===== src/rtl/qcw_ramp_sequencer_if.sv =====
// Signal bundle between the QCW burst sequencer and its surroundings (request side and PLL side).
// Debug state is carried alongside so checkers can bind to the sequencer FSM.
interface qcw_ramp_sequencer_if;
    // fire is a level request acted on only at its rising edge (no ready/ack); pll_start is a
    // single-cycle strobe, and pll_done/pll_fault are levels whose rising edge is the event.
    logic        fire;
    logic        ocp_trip;
    logic        fault_clear;
    logic [7:0]  ramp_start;
    logic [7:0]  ramp_end;
    logic [7:0]  ramp_step;
    logic [15:0] pulse_cycles;
    logic        pll_cycle_finished;
    logic        pll_done;
    logic        pll_fault;
    logic        pll_start;
    logic        pll_halt;
    logic [7:0]  phase_shift;
    logic [15:0] cycle_limit;
    logic        busy;
    logic        fault_latched;
    logic [2:0]  dbg_state;

    modport master (
        output fire, ocp_trip, fault_clear, ramp_start, ramp_end, ramp_step, pulse_cycles,
               pll_cycle_finished, pll_done, pll_fault,
        input  pll_start, pll_halt, phase_shift, cycle_limit, busy, fault_latched, dbg_state
    );

    modport slave (
        input  fire, ocp_trip, fault_clear, ramp_start, ramp_end, ramp_step, pulse_cycles,
               pll_cycle_finished, pll_done, pll_fault,
        output pll_start, pll_halt, phase_shift, cycle_limit, busy, fault_latched, dbg_state
    );
endinterface


===== src/rtl/qcw_ramp_sequencer.sv =====
// QCW burst sequencer: starts the PLL on a fire edge, ramps phase_shift toward ramp_end,
// forwards overcurrent as a sticky halt, latches faults and enforces a holdoff between bursts.
module qcw_ramp_sequencer #(
    parameter int RAMP_DIV     = 4,
    parameter int HOLDOFF_CLKS = 1000000,
    parameter int TIMEOUT_CLKS = 2000000
) (
    input  logic                 clk,
    input  logic                 rst,
    qcw_ramp_sequencer_if.slave  bus
);
    localparam int DIV_W = (RAMP_DIV > 1) ? $clog2(RAMP_DIV) : 1;
    localparam int HLD_W = (HOLDOFF_CLKS > 1) ? $clog2(HOLDOFF_CLKS) : 1;
    localparam int TMO_W = (TIMEOUT_CLKS > 1) ? $clog2(TIMEOUT_CLKS) : 1;
    localparam logic [DIV_W-1:0] DIV_LAST = DIV_W'(RAMP_DIV - 1);
    localparam logic [HLD_W-1:0] HLD_LAST = HLD_W'(HOLDOFF_CLKS - 1);
    localparam logic [TMO_W-1:0] TMO_LAST = TMO_W'(TIMEOUT_CLKS - 1);

    typedef enum logic [2:0] {
        S_IDLE    = 3'd0,
        S_START   = 3'd1,
        S_RUN     = 3'd2,
        S_FAULT   = 3'd3,
        S_HOLDOFF = 3'd4
    } state_t;

    state_t            r_state;
    logic              r_fire_d, r_done_d, r_fault_d;
    logic [7:0]        r_start_sh, r_end_sh, r_step_sh;
    logic [DIV_W-1:0]  r_div;
    logic [TMO_W-1:0]  r_tmo;
    logic [HLD_W-1:0]  r_hold;
    logic              r_pll_start, r_pll_halt, r_busy, r_fault_latched;
    logic [7:0]        r_phase;
    logic [15:0]       r_limit;

    logic              w_fire_edge, w_done_edge, w_fault_edge, w_up;
    logic [8:0]        w_sum, w_diff;
    logic [7:0]        w_next_phase;

    assign w_fire_edge  = bus.fire & ~r_fire_d;
    assign w_done_edge  = bus.pll_done & ~r_done_d;
    assign w_fault_edge = bus.pll_fault & ~r_fault_d;
    assign w_up         = (r_end_sh >= r_start_sh);
    assign w_sum        = {1'b0, r_phase} + {1'b0, r_step_sh};
    assign w_diff       = {1'b0, r_phase} - {1'b0, r_step_sh};

    // Ninth bit catches wrap past 255 or below 0, so the ramp clamps at ramp_end instead.
    always_comb begin
        w_next_phase = r_phase;
        if (w_up) begin
            w_next_phase = (w_sum >= {1'b0, r_end_sh}) ? r_end_sh : w_sum[7:0];
        end else begin
            w_next_phase = (w_diff[8] || (w_diff[7:0] <= r_end_sh)) ? r_end_sh : w_diff[7:0];
        end
    end

    always_ff @(posedge clk) begin
        if (rst) begin
            r_state         <= S_IDLE;
            r_fire_d        <= 1'b0;
            r_done_d        <= 1'b0;
            r_fault_d       <= 1'b0;
            r_start_sh      <= 8'd0;
            r_end_sh        <= 8'd0;
            r_step_sh       <= 8'd0;
            r_div           <= '0;
            r_tmo           <= '0;
            r_hold          <= '0;
            r_pll_start     <= 1'b0;
            r_pll_halt      <= 1'b0;
            r_busy          <= 1'b0;
            r_fault_latched <= 1'b0;
            r_phase         <= 8'd0;
            r_limit         <= 16'd0;
        end else begin
            r_fire_d    <= bus.fire;
            r_done_d    <= bus.pll_done;
            r_fault_d   <= bus.pll_fault;
            r_pll_start <= 1'b0;
            case (r_state)
                S_IDLE: begin
                    if (w_fire_edge) begin
                        r_start_sh  <= bus.ramp_start;
                        r_end_sh    <= bus.ramp_end;
                        r_step_sh   <= bus.ramp_step;
                        r_phase     <= bus.ramp_start;
                        r_limit     <= bus.pulse_cycles;
                        r_pll_start <= 1'b1;
                        r_busy      <= 1'b1;
                        r_state     <= S_START;
                    end
                end
                S_START: begin
                    r_div   <= '0;
                    r_tmo   <= '0;
                    r_state <= S_RUN;
                end
                S_RUN: begin
                    r_tmo <= r_tmo + 1'b1;
                    if (bus.pll_cycle_finished) begin
                        if (r_div == DIV_LAST) begin
                            r_div   <= '0;
                            r_phase <= w_next_phase;
                        end else begin
                            r_div <= r_div + 1'b1;
                        end
                    end
                    if (bus.ocp_trip) r_pll_halt <= 1'b1;
                    // A fault edge or timeout wins over a done edge arriving on the same clock.
                    if (w_fault_edge || (r_tmo == TMO_LAST)) begin
                        r_pll_halt      <= 1'b0;
                        r_fault_latched <= 1'b1;
                        r_state         <= S_FAULT;
                    end else if (w_done_edge) begin
                        r_pll_halt <= 1'b0;
                        r_hold     <= '0;
                        r_state    <= S_HOLDOFF;
                    end
                end
                S_FAULT: begin
                    if (bus.fault_clear) begin
                        r_fault_latched <= 1'b0;
                        r_hold          <= '0;
                        r_state         <= S_HOLDOFF;
                    end
                end
                S_HOLDOFF: begin
                    if (r_hold == HLD_LAST) begin
                        r_busy  <= 1'b0;
                        r_state <= S_IDLE;
                    end else begin
                        r_hold <= r_hold + 1'b1;
                    end
                end
                default: r_state <= S_IDLE;
            endcase
        end
    end

    assign bus.pll_start     = r_pll_start;
    assign bus.pll_halt      = r_pll_halt;
    assign bus.phase_shift   = r_phase;
    assign bus.cycle_limit   = r_limit;
    assign bus.busy          = r_busy;
    assign bus.fault_latched = r_fault_latched;
    assign bus.dbg_state     = r_state;
endmodule

===== src/flat_wrapper.sv =====
// flat-port wrapper written by rule: the top's interface ports become plain ports
module qcw_ramp_sequencer_flat 
#(
    parameter int RAMP_DIV     = 4,
    parameter int HOLDOFF_CLKS = 1000000,
    parameter int TIMEOUT_CLKS = 2000000
)
  (clk, rst, bus_fire, bus_ocp_trip, bus_fault_clear, bus_ramp_start, bus_ramp_end, bus_ramp_step, bus_pulse_cycles, bus_pll_cycle_finished, bus_pll_done, bus_pll_fault, bus_pll_start, bus_pll_halt, bus_phase_shift, bus_cycle_limit, bus_busy, bus_fault_latched, bus_dbg_state);
  qcw_ramp_sequencer_if bus_i ();
  input  logic clk;
  input  logic rst;
  input wire logic [$bits(bus_i.fire)-1:0] bus_fire;
  input wire logic [$bits(bus_i.ocp_trip)-1:0] bus_ocp_trip;
  input wire logic [$bits(bus_i.fault_clear)-1:0] bus_fault_clear;
  input wire logic [$bits(bus_i.ramp_start)-1:0] bus_ramp_start;
  input wire logic [$bits(bus_i.ramp_end)-1:0] bus_ramp_end;
  input wire logic [$bits(bus_i.ramp_step)-1:0] bus_ramp_step;
  input wire logic [$bits(bus_i.pulse_cycles)-1:0] bus_pulse_cycles;
  input wire logic [$bits(bus_i.pll_cycle_finished)-1:0] bus_pll_cycle_finished;
  input wire logic [$bits(bus_i.pll_done)-1:0] bus_pll_done;
  input wire logic [$bits(bus_i.pll_fault)-1:0] bus_pll_fault;
  output wire logic [$bits(bus_i.pll_start)-1:0] bus_pll_start;
  output wire logic [$bits(bus_i.pll_halt)-1:0] bus_pll_halt;
  output wire logic [$bits(bus_i.phase_shift)-1:0] bus_phase_shift;
  output wire logic [$bits(bus_i.cycle_limit)-1:0] bus_cycle_limit;
  output wire logic [$bits(bus_i.busy)-1:0] bus_busy;
  output wire logic [$bits(bus_i.fault_latched)-1:0] bus_fault_latched;
  output wire logic [$bits(bus_i.dbg_state)-1:0] bus_dbg_state;
  assign bus_i.fire = bus_fire;
  assign bus_i.ocp_trip = bus_ocp_trip;
  assign bus_i.fault_clear = bus_fault_clear;
  assign bus_i.ramp_start = bus_ramp_start;
  assign bus_i.ramp_end = bus_ramp_end;
  assign bus_i.ramp_step = bus_ramp_step;
  assign bus_i.pulse_cycles = bus_pulse_cycles;
  assign bus_i.pll_cycle_finished = bus_pll_cycle_finished;
  assign bus_i.pll_done = bus_pll_done;
  assign bus_i.pll_fault = bus_pll_fault;
  assign bus_pll_start = bus_i.pll_start;
  assign bus_pll_halt = bus_i.pll_halt;
  assign bus_phase_shift = bus_i.phase_shift;
  assign bus_cycle_limit = bus_i.cycle_limit;
  assign bus_busy = bus_i.busy;
  assign bus_fault_latched = bus_i.fault_latched;
  assign bus_dbg_state = bus_i.dbg_state;
  qcw_ramp_sequencer #(.RAMP_DIV(RAMP_DIV), .HOLDOFF_CLKS(HOLDOFF_CLKS), .TIMEOUT_CLKS(TIMEOUT_CLKS)) u_core (.clk(clk), .rst(rst), .bus(bus_i));
endmodule

===== config.mk =====
export PLATFORM = sky130hd
export DESIGN_NAME = qcw_ramp_sequencer_flat
export DESIGN_NICKNAME = d
export VERILOG_FILES = /design/src/rtl/qcw_ramp_sequencer_if.sv /design/src/rtl/qcw_ramp_sequencer.sv /design/src/flat_wrapper.sv
export SDC_FILE = /design/constraint.sdc
export NUM_CORES = 1
export LEC_CHECK = 0
export CAP_MARGIN = 25
export CORE_MARGIN = 4
export CORE_UTILIZATION = 55
export DETAILED_ROUTE_END_ITERATION = 10
export MAX_ROUTING_LAYER = met4
export PLACE_DENSITY = 0.82
export SLEW_MARGIN = 20
export SYNTH_ARGS = -nofsm -noshare
export SYNTH_HDL_FRONTEND = slang
export SYNTH_SLANG_ARGS = --single-unit

===== constraint.sdc =====
create_clock -name clk -period 5.4 [get_ports clk]
set_clock_uncertainty 0.2 [all_clocks]
set_input_delay 0.54 -clock clk [delete_from_list [all_inputs] [get_ports clk]]
set_output_delay 0.54 -clock clk [all_outputs]
set_load 0.01 [all_outputs]

==> metrics.md, run 1 <==
| Metric | Value |
|---|---|
| Status | finished clean |
| ANT cells | 0 |
| CP Capture Type | register |
| R2r startpoint | u_core.bus.phase_shift[0] |
| Final wirelength | 14.3 mm |
| Leakage power | 2.50 nW |
| Drt pass-1 iters | 5 |
| DR vias | 5234 |
| Beginning of the worst hold path | u_core.bus.cycle_limit[7] |
| Post-DRT Antenna Nets | 0 |
| Total grt overflow | 0 |
| Post-CTS setup buffer count | 0 |
| Die Ht | 109 um |
| Synth unique cells | 64 |
| Highest clock rate | 240 MHz |
| Mapped Area | 5640 sq um |
| Via density | 5.83 |
| Input/output buffers | 78 |
| Post-placement cell area | 6490 sq um |
| CP max stage delay | 0.43 ns |
| Initial core utilization | 57.2% |
| Largest net degree at the start of global routing | 47 |
| Worst Path Max Fanout | 11 |
| Mapped Nets | 797 |
| WL/cell | 15.9 um |
| TNS Setup | 0 ns |
| FF-to-FF End | u_core.bus.phase_shift[7] |
| P&R area growth vs syn | 18.7% |
| Skew-Pair Late Insertion Delay | 0.39 ns |
| Layout filler cell count | 788 |
| Synth top cells by count | 119 x nand2_1, 101 x dfxtp_1, 74 x a21oi_1 |
| Register share of total power | 30.9% |
| DRT iter0 DRCs | 389 |
| Max Slew Vio Count | 0 |
| Initial antenna violation count | 0 |
| Slowest stage cell, crit path | fa_1 |
| Sequential area share after synthesis | 35.8% |
| Number of global-route vias before repair | 5007 |
| R2r setup slk | 1.24 ns |
| Synth Register Bits | 101 |
| WHS Path Cells | 2 |
| CP Cell Sequence | ha_1, fa_1, nand2b_1, a2bb2oi_1, a221oi_1, xor2_1, ha_1, and4_1, o311a_1, o22ai_1, o31ai_1, buf_4, and3_1, a2111oi_0, a31o_2 |
| Critical Path AT | 4.30 ns |
| Nets | 854 |
| NetSw | 1.26 mW |
| Period utilization | 77.0% |
| Most used cell, CP | ha_1 |
| Yosys warns | 0 |
| Largest cells by area after synthesis | dfxtp_1 36%, ha_1 9.5%, nand2_1 7.9% |
| Number of setup violations in the final report | 0 |
| Root Driver | clkbuf_8 |
| First-pass GRT wire length | 23.7 mm |
| Core ar. | 9860 sq um |
| Synth top area share | 35.8% |
| Worst Setup Start Kind | register |
| Post-CTS sizing | 0 |
| Worst EP required | 5.54 ns |
| Min-Delay Path Class | register to register |
| P per Cell Area | 452 nW/um^2 |
| Final Cell Area | 6700 sq um |
| Max-Cap Viols | 0 |
| Syn Inst Count | 704 |
| Drc violations | 0 |
| I/O pins | 79 |
| Global placement routability congestion | 0.991 |
| Worst VDD drop | 0.251 mV |
| Unrepaired setup endpoints after global routing | no |
| Setup crit start | u_core.bus.phase_shift[0] |
| Tot Pwr | 3.03 mW |
| DP HPWL | 10.2 mm |
| GRT Total Usage | 25.6% |
| Count leader, synth | nand2_1 |
| Post-synth ARST share | 0% |
| Worst-Margin Slew | 0.920 ns |
| CTS tree | built |
| Final worst path period need | 4.16 ns |
| Top_reg_cell synth | dfxtp_1 |
| Relative slew slack | 38.0% |
| Switching part of the total | 41.5% |
| Number of synthesized flops with an enable pin | 0 |
| Max Buffers Root-to-Sink | 2 |
| TritonCTS buffer count | 9 |
| Reg clk slew, reported paths | 0.11 ns |
| Layout cell share with drive strength beyond 1 | 5.36% |
| Die Area | 11900 sq um |
| Chip width | 109 um |
| Hold EP | u_core.bus.cycle_limit[7] |
| Clock share of power | 17.4% |
| Comb pwr share | 51.6% |
| Htree depth | 3 |
| Synth area leader | dfxtp_1 |
| Reg2reg path depth | 15 |
| Worst setup path category | register to register |
| Internal Dissipation | 1.77 mW |
| TritonCTS sink count | 101 |
| Row count | 36 |
| Hold Violations, Final | 0 |
| Post-CTS Hold Buffers | 0 |
| Syn Area/Cell | 8.02 sq um |
flip-flops by register name, indices dropped and copies added (netlist names), 2 cells and up:
register                flops
u_core.r_hold              20
u_core.bus.phase_shift      8
u_core.bus.cycle_limit     16
u_core.r_end_sh             8
u_core.r_step_sh            8
u_core.bus.dbg_state        3
u_core.r_div                2
u_core.r_tmo               21
u_core.r_start_sh           8
cell families (layout without fill, tap and decap cells):
| family | after synthesis | count (layout) | share of synthesized area, % |
|---|---|---|---|
| XOR/XNOR | 28 | 28 | 4.35 |
| multiplexers | 13 | 13 | 2.48 |
| AND/OR/NAND/NOR | 278 | 278 | 22.8 |
| adder cells (fa/ha/maj) | 45 | 45 | 10.2 |
| buffers and inverters | 66 | 127 | 4.55 |
| AO/OA/AOI/OAI | 173 | 173 | 19.8 |
| flip-flops | 101 | 101 | 35.8 |
cell usage in the layout, fill, tap and decap left out, drive strengths merged, types with 11 or more instances in the layout:
master and n:
nor2 65, clkdlybuf4s50 77, inv 31, o21ai 21
a21oi 75, ha 43, dfxtp 101, o211ai 11
xor2 19, and3 14, nand2 119, nor3 11
nand3 20
worst max-delay path, delay by kind of cell, from the launching register on:
family                     cells  cell delay, ns
buffers and inverters          1            0.19
AOI/OAI and AO/OA              7            1.75
adders and majority gates      3            0.96
DFF                            1            0.34
xor gates and xnor gates       1            0.24
and+or+nand+nor                3            0.45
worst max-delay path by stage:
stage                                endpoint  slack (ns)
detailed placement  u_core.bus.phase_shift[7]        1.30
floorplan           u_core.bus.phase_shift[7]        1.51
global placement    u_core.bus.phase_shift[7]        1.40
CTS                 u_core.bus.phase_shift[7]        1.29
global route        u_core.bus.phase_shift[7]        0.81
finish              u_core.bus.phase_shift[7]        1.24
stage by stage:
step                utilization (%)  worst slack (ns)  cells  hold slack [ns]
floorplan                         -              1.51    704            0.236
global placement               65.7              1.40    882            0.242
detailed placement             65.8              1.30    883            0.247
CTS                            67.9              1.29    898            0.262
global route                   67.9             0.808    898            0.278
finish                         67.9              1.24    898            0.260
per-layer routing:
metal  up-vias  part of all wire [%]  global-route usage [%]
met3        31                   6.6                    4.87
met5         -                     0                       -
met2       162                    48                    41.6
met4         0                   2.3                    8.90
li1       2592                     -                       -
met1      2449                    43                    32.2
final cells by class:
class | count | area, sq um | share of cell area [%]
Inverter | 29 | 109 | 1.62
Clock buffer | 10 | 128 | 1.90
Timing Repair Buffer | 83 | 813 | 12.1
Sequential cell | 101 | 2020 | 30.2
Multi-Input combinational cell | 537 | 3380 | 50.4
Tap cell | 133 | 166 | 2.48
Clock inverter | 5 | 82.6 | 1.23
power groups by stage:
stage | clock, mW | sequential (mW) | combinational, mW
detailed placement | 0 | 0.951 | 1.53
global placement | 0 | 0.945 | 1.49
global route | 0.569 | 0.951 | 1.73
CTS | 0.544 | 0.934 | 1.55
finish | 0.528 | 0.936 | 1.56
floorplan | 0 | 0.937 | 1.09
Note: power is estimated with default switching activity, not from simulation.
==> run 2: changes to the inputs <==
--- a/config.mk
+++ b/config.mk
@@ -7,10 +7,10 @@
 export LEC_CHECK = 0
 export CAP_MARGIN = 25
 export CORE_MARGIN = 4
-export CORE_UTILIZATION = 55
+export CORE_UTILIZATION = 50
 export DETAILED_ROUTE_END_ITERATION = 10
 export MAX_ROUTING_LAYER = met4
-export PLACE_DENSITY = 0.82
+export PLACE_DENSITY = 0.79
 export SLEW_MARGIN = 20
 export SYNTH_ARGS = -nofsm -noshare
 export SYNTH_HDL_FRONTEND = slang
==> constraint.sdc (replaced) <==
create_clock -name clk -period 3.8 [get_ports clk]
set_clock_uncertainty 0.2 [all_clocks]
set_input_delay 0.38 -clock clk [delete_from_list [all_inputs] [get_ports clk]]
set_output_delay 0.38 -clock clk [all_outputs]
set_load 0.01 [all_outputs]
==> run 2 against run 1 <==
Against the previous run:
- global-route usage down 2.2 points
- critical path type unchanged
- cell count up 3.1%
- non-clock buffer count up 20
- highest routed layer unchanged
- worst hold slack worse by 0.0053 ns
==> metrics.md, run 2 (synthesis gave the netlist of run 1 again) <==
| Metric | Value |
|---|---|
| Critical Path AT | 3.70 ns |
| Worst-Margin Slew | 0.843 ns |
| Worst setup path category | register to register |
| Final worst path period need | 3.69 ns |
| Total grt overflow | 0 |
| Layout filler cell count | 928 |
| Post-DRT Antenna Nets | 0 |
| Drt pass-1 iters | 4 |
| Initial antenna violation count | 0 |
| Worst EP required | 3.80 ns |
| Initial core utilization | 51.6% |
| Max FFs per register | 21 |
| P per Cell Area | 720 nW/um^2 |
| P&R area growth vs syn | 26.4% |
| Skew-Pair Late Insertion Delay | 0.36 ns |
| DP HPWL | 10.6 mm |
| Worst VDD drop | 0.466 mV |
| Most frequent cells in the layout | 119 x nand2_1, 97 x dfxtp_1, 77 x clkdlybuf4s50_1 |
| Max Buffers Root-to-Sink | 2 |
| Commonest non-fill, non-tap cell in the layout | nand2_1 |
| CP max stage delay | 0.43 ns |
| Via density | 5.76 |
| Period utilization | 97.2% |
| Core ar. | 10900 sq um |
| Die Ht | 114 um |
| Area occupied by multi-input gates | 3540 sq um |
| Largest net degree at the start of global routing | 49 |
| First-pass GRT wire length | 24.4 mm |
| ANT cells | 0 |
| CP Capture Type | register |
| Hold Violations, Final | 0 |
| Worst Setup Start Kind | register |
| I/O pins | 79 |
| Reg clk slew, reported paths | 0.07 ns |
| Setup crit start | u_core.bus.phase_shift[0] |
| CTS tree | built |
| Htree depth | 3 |
| DR vias | 5331 |
| GRT Total Usage | 23.5% |
| Input/output buffers | 78 |
| Slowest stage cell, crit path | fa_2 |
| Die Area | 13000 sq um |
| Final wirelength | 15.0 mm |
| Post-place setup slack | -0.155 ns |
| Nets | 874 |
| Final Cell Area | 7130 sq um |
| R2r startpoint | u_core.bus.phase_shift[0] |
| Beginning of the worst hold path | u_core.bus.cycle_limit[12] |
| TritonCTS buffer count | 9 |
| TritonCTS sink count | 101 |
| Leakage power | 2.66 nW |
| Drc violations | 0 |
| DRT iter0 DRCs | 254 |
| Post-CTS Hold Buffers | 0 |
| Chip width | 114 um |
| Layout cell share with drive strength beyond 1 | 11.6% |
| Root Driver | clkbuf_16 |
| WL/cell | 16.2 um |
| Sequential Area | 2030 sq um |
| Global placement routability congestion | 0.956 |
| Number of global-route vias before repair | 5189 |
| Row count | 38 |
| Tot Pwr | 5.14 mW |
| CP Cell Sequence | buf_4, inv_2, ha_2, inv_1, fa_2, a21oi_4, o22ai_2, nor2_1, xnor2_1, ha_1, nand4_1, or2_4, o221ai_4, buf_6, mux2_2, nor3_2, nor4_1 |
| Post-placement cell area | 6590 sq um |
| Largest Register | u_core.r_tmo |
| Relative slew slack | 43.4% |
| Worst Path Max Fanout | 4 |
| Min-Delay Path Class | register to register |
| Status | finished clean |
| Max Slew Vio Count | 0 |
| Max-Cap Viols | 0 |
| Setup ws final | 0.105 ns |
| Number of setup violations in the final report | 0 |
| Highest clock rate | 271 MHz |
-- run 2: routing by layer --
layer	routed length, um	track usage [%]
met1	6510	29.4
met2	7400	38.2
met3	711	3.65
met4	336	9.18
met5	0	-
-- run 2: power by group --
group          internal, mW  switching (mW)  total (mW)
logic                  1.32            1.54        2.86
clock network         0.528           0.416       0.943
registers              1.19           0.140        1.33
total                  3.04            2.09        5.14
-- run 2: stage by stage --
| step | cells | hold WS (ns) | TNS, ns | util (%) |
|---|---|---|---|---|
| final | 926 | 0.255 | 0 | 65.2 |
| after global routing | 926 | 0.276 | -0.248 | 65.2 |
| after CTS | 919 | 0.257 | 0 | 63.4 |
| after detailed placement | 900 | 0.247 | -0.748 | 60.3 |
| after global placement | 900 | 0.242 | -0.0956 | 60.3 |
| after floorplan | 704 | 0.236 | 0 | - |
-- run 2: final timing paths --
check	slack [ns]	endpoint	cells after the start
worst max-delay path	0.11	u_core.bus.phase_shift[6]	17
worst min-delay path	0.26	u_core.bus.cycle_limit[12]	2
worst max register to register	0.11	u_core.bus.phase_shift[6]	17
worst min register to register	0.26	u_core.bus.cycle_limit[12]	2
-- run 2: cell type report --
cell class,instances,area share [%]
clock inverter,6,0.859
sequential,101,28.5
multi-input combinational,537,49.6
clock buffer,10,3.35
tap,140,2.46
timing repair buffer,103,13.7
inverter,29,1.53
-- run 2: timing repair --
item,CTS,global route
pin swaps,2,19
buffers inserted,3,7
endpoints found under the setup margin,7,8
gates resized for setup,7,34
-- run 2: critical path, delay by kind of cell (launching register included) --
| family | cells | cell delay [ns] |
|---|---|---|
| mux | 1 | 0.33 |
| fa+ha+maj | 3 | 0.95 |
| flops | 1 | 0.32 |
| xor+xnor | 1 | 0.12 |
| simple gates | 5 | 0.79 |
| buf+inv | 4 | 0.42 |
| compound gates | 3 | 0.41 |
